$ cat config.mk
export PLATFORM = sky130hd
export DESIGN_NAME = pcie_tx_arbiter
export DESIGN_NICKNAME = d
export VERILOG_FILES = /design/src/rtl/pcie_tx_arbiter.sv
export SDC_FILE = /design/constraint.sdc
export NUM_CORES = 1
export LEC_CHECK = 0
export ABC_AREA = 1
export BUFFER_PORTS_ARGS = -buffer_cell sky130_fd_sc_hd__buf_4
export CAP_MARGIN = 10
export CORE_UTILIZATION = 45
export CTS_CLUSTER_DIAMETER = 200
export DETAILED_ROUTE_END_ITERATION = 7
export PLACE_DENSITY = 0.81
export SLEW_MARGIN = 10
export SYNTH_ARGS = -nofsm -noshare
export SYNTH_HDL_FRONTEND = slang
export SYNTH_SLANG_ARGS = --single-unit
$ cat constraint.sdc
create_clock -name user_clk -period 3.1 [get_ports user_clk]
set_input_delay 0.62 -clock user_clk [delete_from_list [all_inputs] [get_ports user_clk]]
set_output_delay 0.62 -clock user_clk [all_outputs]
set_load 0.01 [all_outputs]
$ cat src/rtl/pcie_tx_arbiter.sv
`default_nettype none
// ============================================================================
// Module   : pcie_tx_arbiter
// Brief    : Packet-atomic round-robin merge of the PIO and Ethernet TLP
//            streams into the 7-series PCIe AXIS transmit port.
// Revision : 1.0 - initial release
// ============================================================================
module pcie_tx_arbiter #(
    parameter int         C_DATA_WIDTH = 64,
    parameter int         KEEP_WIDTH   = C_DATA_WIDTH / 8,
    parameter logic [5:0] MIN_BUF_AV   = 6'd2
) (
    input  logic                    user_clk,
    input  logic                    user_reset_n,

    input  logic                    app_tx_tvalid,
    output logic                    app_tx_tready,
    input  logic                    app_tx_tlast,
    input  logic [KEEP_WIDTH-1:0]   app_tx_tkeep,
    input  logic [C_DATA_WIDTH-1:0] app_tx_tdata,
    input  logic [3:0]              app_tx_tuser,

    input  logic                    eth_tx_tvalid,
    output logic                    eth_tx_tready,
    input  logic                    eth_tx_tlast,
    input  logic [KEEP_WIDTH-1:0]   eth_tx_tkeep,
    input  logic [C_DATA_WIDTH-1:0] eth_tx_tdata,
    input  logic [3:0]              eth_tx_tuser,

    input  logic                    s_axis_tx_tready,
    output logic                    s_axis_tx_tvalid,
    output logic                    s_axis_tx_tlast,
    output logic [KEEP_WIDTH-1:0]   s_axis_tx_tkeep,
    output logic [C_DATA_WIDTH-1:0] s_axis_tx_tdata,
    output logic [3:0]              s_axis_tx_tuser,

    input  logic [5:0]              tx_buf_av,
    output logic [31:0]             pkt_cnt_app,
    output logic [31:0]             pkt_cnt_eth
);

    localparam int c_beat_w = C_DATA_WIDTH + KEEP_WIDTH + 4 + 1;

    typedef enum logic [1:0] {
        IDLE      = 2'd0,
        GRANT_APP = 2'd1,
        GRANT_ETH = 2'd2
    } state_t;

    state_t                r_state;
    logic                  r_last_grant;   // 1 = ETH was granted last
    logic [31:0]           r_pkt_cnt_app;
    logic [31:0]           r_pkt_cnt_eth;
    logic [1:0]            r_count;
    logic [c_beat_w-1:0]   r_head;
    logic [c_beat_w-1:0]   r_tail;

    logic                  w_full;
    logic                  w_buf_ok;
    logic                  w_app_fire;
    logic                  w_eth_fire;
    logic                  w_push;
    logic                  w_pop;
    logic [c_beat_w-1:0]   w_in;

    // Source ready depends only on registered state and occupancy, never on core ready.
    assign w_full        = (r_count == 2'd2);
    assign app_tx_tready = (r_state == GRANT_APP) && !w_full;
    assign eth_tx_tready = (r_state == GRANT_ETH) && !w_full;

    assign w_buf_ok   = (tx_buf_av >= MIN_BUF_AV);
    assign w_app_fire = app_tx_tvalid && app_tx_tready;
    assign w_eth_fire = eth_tx_tvalid && eth_tx_tready;
    assign w_push     = w_app_fire || w_eth_fire;
    assign w_pop      = s_axis_tx_tvalid && s_axis_tx_tready;

    assign w_in = (r_state == GRANT_ETH)
                ? {eth_tx_tdata, eth_tx_tkeep, eth_tx_tuser, eth_tx_tlast}
                : {app_tx_tdata, app_tx_tkeep, app_tx_tuser, app_tx_tlast};

    assign s_axis_tx_tvalid = (r_count != 2'd0);
    assign {s_axis_tx_tdata, s_axis_tx_tkeep, s_axis_tx_tuser, s_axis_tx_tlast} = r_head;

    assign pkt_cnt_app = r_pkt_cnt_app;
    assign pkt_cnt_eth = r_pkt_cnt_eth;

    always_ff @(posedge user_clk or negedge user_reset_n) begin
        if (!user_reset_n) begin
            r_state       <= IDLE;
            r_last_grant  <= 1'b1;
            r_pkt_cnt_app <= 32'd0;
            r_pkt_cnt_eth <= 32'd0;
        end else begin
            case (r_state)
                IDLE: begin
                    if (w_buf_ok) begin
                        if (app_tx_tvalid && (!eth_tx_tvalid || r_last_grant)) begin
                            r_state      <= GRANT_APP;
                            r_last_grant <= 1'b0;
                        end else if (eth_tx_tvalid) begin
                            r_state      <= GRANT_ETH;
                            r_last_grant <= 1'b1;
                        end
                    end
                end
                GRANT_APP: begin
                    if (w_app_fire && app_tx_tlast) begin
                        r_state       <= IDLE;
                        r_pkt_cnt_app <= r_pkt_cnt_app + 32'd1;
                    end
                end
                GRANT_ETH: begin
                    if (w_eth_fire && eth_tx_tlast) begin
                        r_state       <= IDLE;
                        r_pkt_cnt_eth <= r_pkt_cnt_eth + 32'd1;
                    end
                end
                default: r_state <= IDLE;
            endcase
        end
    end

    // Two-entry buffer: head drives the core directly, tail holds the second beat.
    always_ff @(posedge user_clk or negedge user_reset_n) begin
        if (!user_reset_n) begin
            r_count <= 2'd0;
            r_head  <= '0;
            r_tail  <= '0;
        end else begin
            case ({w_push, w_pop})
                2'b10: begin
                    if (r_count == 2'd0) begin
                        r_head <= w_in;
                    end else begin
                        r_tail <= w_in;
                    end
                    r_count <= r_count + 2'd1;
                end
                2'b01: begin
                    if (r_count == 2'd2) begin
                        r_head <= r_tail;
                    end
                    r_count <= r_count - 2'd1;
                end
                2'b11: begin
                    if (r_count == 2'd1) begin
                        r_head <= w_in;
                    end else begin
                        r_head <= r_tail;
                        r_tail <= w_in;
                    end
                end
                default: begin
                    r_count <= r_count;
                end
            endcase
        end
    end

endmodule
`default_nettype wire

==> results.md <==
* Worst-path clk slew at 60 ps
* Buf/Inv on CP at 4
* Status: completed
* Clk_lat worst skew at 520 ps
* Die H at 169 microns
* Tot GR Track Use at 24.3%
* Pre-CTS setup slack at 404 ps
* Average size of a mapped cell at 6.61 sq um
* Layout cell share with drive strength beyond 1 at 17.6%
* Setup violations, final at 0
* Ant. Diodes at 0
* Leakage at 8.87 nW
* Layout Nets at 2348
* Clock Sinks at 223
* Peak supply drop at 0.000554 V
* Number of library cell types mapped by synthesis at 28
* Vias post-DR at 12167
* Commonest non-fill, non-tap cell in the layout: nand2_1
* Net Switching at 5.98 mW
* Ranking of synthesized cells by area: dfrtp_1 (45%), nand2_1 (27%), inv_1 (9.3%)
* CP max FO at 80
* Hold-fix buffers, CTS at 0
* Final WS setup at 197 ps
* Post-route ant nets at 0
* Final hold vios at 0
* Crit Path Class: reg2out
* Area Overhead vs Synth at 28.6%
* CTS Buf Count at 25
* Final TNS setup at 0 ps
* Max Slew Vio Count at 0
* Most frequent cells in the layout: nand2_1 (892), buf_4 (317), inv_1 (309), dfrtp_1 (222), nor2_1 (119)
* DR pass1 iterations at 5
* Min Tclk post-route at 2900 ps
* Yosys top cell by area: dfrtp_1
* IO Port Bufs at 307
* CP max-delay cell: clkbuf_8
* FP Rows at 60
* P_int at 8.31 mW
* Vias per cell at 4.74
* Dpl cells at 2519
* H-tree levels at 1
* Gate Count Post-Synth at 1889
* Crit start category: flip-flop
* Crit-path most repeated cell: inv_2
* Post-route clock period utilization at 93.7%
* Power Density at 890 nW/um^2
* Ys Warns at 0
* Clk root buf: clkbuf_16
* Core ar. at 27100 sq um
* I/O pin count at 309
* CTS tree: built
* Top cell type's share of synthesized area at 44.5%
* Max Clk Rate at 0.344 GHz
* R2R depth at 15
* FF+latch count, synth at 223
* Total congestion overflow at 0
* Vias in the first global route at 11649
* Reg-to-reg slack, setup at 330 ps
* Routability Congestion at 0.943
* Clk_skew at 14.5 ps
* Die Width at 169 microns
* Fillcell total at 2475
* RSZ-0062 raised after global routing: false
* Hold crit path type: in2async
* Crit path max-delay family: buffers and inverters
* Critical path arrival at 2280 ps
* Non-Filler Instances at 2565
* Routed wire per std cell at 13.5 microns
* DRC Markers at 0
* Crit path cell chain: inv_2 > nor2_4 > clkbuf_8 > inv_2 > nor2_1 > buf_4
* R2R Path Start: r_count[0]
* Sequential fraction of the synthesis area at 44.7%
* Initial Util at 46.0%
* Reg-to-Reg End: r_head[48]
* Initial antenna violation count at 0
* Worst Path Required at 2480 ps
* Synthesized area at 12500 sq um
* Switching Fraction at 41.9%
* Slew @ Worst Pin at 581 ps
* Logic pwr share at 46.3%
* Post-Syn Nets at 2063
* Clock buffer depth at 3
* Slew headroom at 61.1%
* Largest stage delay, worst path at 470 ps
* Detailed-route wire length at 34500 microns
* Iteration-0 DRC Markers at 782
* Detailed Place HPWL at 24400 microns
* Clock power frac at 20.9%
* Largest net degree at the start of global routing at 81
* Worst setup EP type: primary output
* First-pass GRT wire length at 56200 microns
* Flop pwr share at 32.8%
* DIE AREA at 28400 sq um
* Max-cap check violation count at 0
[per-layer routing]
| layer | GRT usage (%) | wire [microns] |
|---|---|---|
| met5 | 0 | 0 |
| met1 | 30.6 | 14700 |
| met3 | 3.65 | 1970 |
| met2 | 42.2 | 16800 |
| met4 | 8.77 | 1090 |
[power by group through the flow]
| stage | clock network [mW] | registers (mW) | logic, mW |
|---|---|---|---|
| 2_1_floorplan | 0 | 4.88 | 3.91 |
| 3_3_place_gp | 0 | 4.67 | 6.41 |
| 3_5_place_dp | 0 | 4.71 | 6.62 |
| 4_1_cts | 3.05 | 4.68 | 6.69 |
| 5_1_grt | 3.15 | 4.81 | 7.53 |
| 6_report | 2.99 | 4.68 | 6.62 |
[per-stage QoR]
| stage | util (%) | cell area, sq um | power (mW) | hold WS (ps) |
|---|---|---|---|---|
| final | 59.2 | 16000 | 14.3 | 49.8 |
| after global routing | 59.2 | 16000 | 15.5 | 104 |
| after CTS | 59.2 | 16000 | 14.4 | 75.7 |
| after detailed placement | 56.2 | 15200 | 11.3 | 497 |
| after global placement | 56.2 | 15200 | 11.1 | 488 |
| after floorplan | - | 12500 | 8.79 | 324 |
[cells in the mapped netlist]
master / instances
buf_4: 10
ha_1: 9
a21boi_2: 1
o22ai_1: 1
nor2_4: 2
xnor2_1: 12
dfrtp_1: 222
xor2_1: 17
a21oi_2: 2
nor3_2: 1
o211ai_1: 1
nand3_1: 110
nor2_1: 119
inv_1: 309
buf_1: 1
nand4_1: 8
clkbuf_1: 36
nand3b_1: 3
o21ai_0: 88
a21oi_1: 2
buf_2: 23
dfstp_2: 1
nor3_1: 3
o21ai_1: 3
nor2_2: 6
inv_2: 5
nand2_1: 893
nand2_2: 1
[cells by family (layout without fill, tap and decap cells)]
kind of cell	count (synthesis)	after routing	synth area share, %
fa+ha+maj	9	9	0.903
simple gates	1146	1146	36.2
buf+inv	384	688	12.1
xor+xnor	29	29	2.04
compound gates	98	98	4.07
flops	223	223	44.7
[registers in the layout (all words and copies together), names as in the netlist]
signal        cells
r_state           2
r_head           77
pkt_cnt_app      32
r_count           2
r_last_grant      1
r_tail           77
pkt_cnt_eth      32
[final cells by class]
type                            instances  area (sq um)  share of cell area, %
Multi-Input combinational cell       1282          5410                   33.7
Timing Repair Buffer                  328          2590                   16.1
Tap cell                              372           465                   2.90
Sequential cell                       223          5580                   34.8
Clock inverter                         10           135                  0.842
Clock buffer                           36           687                   4.28
Inverter                              314          1180                   7.34
[timing repair]
action,CTS,global route
gates resized for setup,1,1
setup endpoints to repair,1,1
buffers inserted,0,0
[how the worst max path moves through the flow]
stage,startpoint,to,slack (ps),depth (start not counted)
CTS,r_state[1],eth_tx_tready,120,6
detailed placement,r_count[0],r_head[67],400,15
global placement,r_state[0],pkt_cnt_eth[23],460,9
finish,r_state[1],eth_tx_tready,200,6
global route,r_state[1],eth_tx_tready,40,6
floorplan,r_state[0],r_head[10],680,15
(Power assumes the default switching activity.)
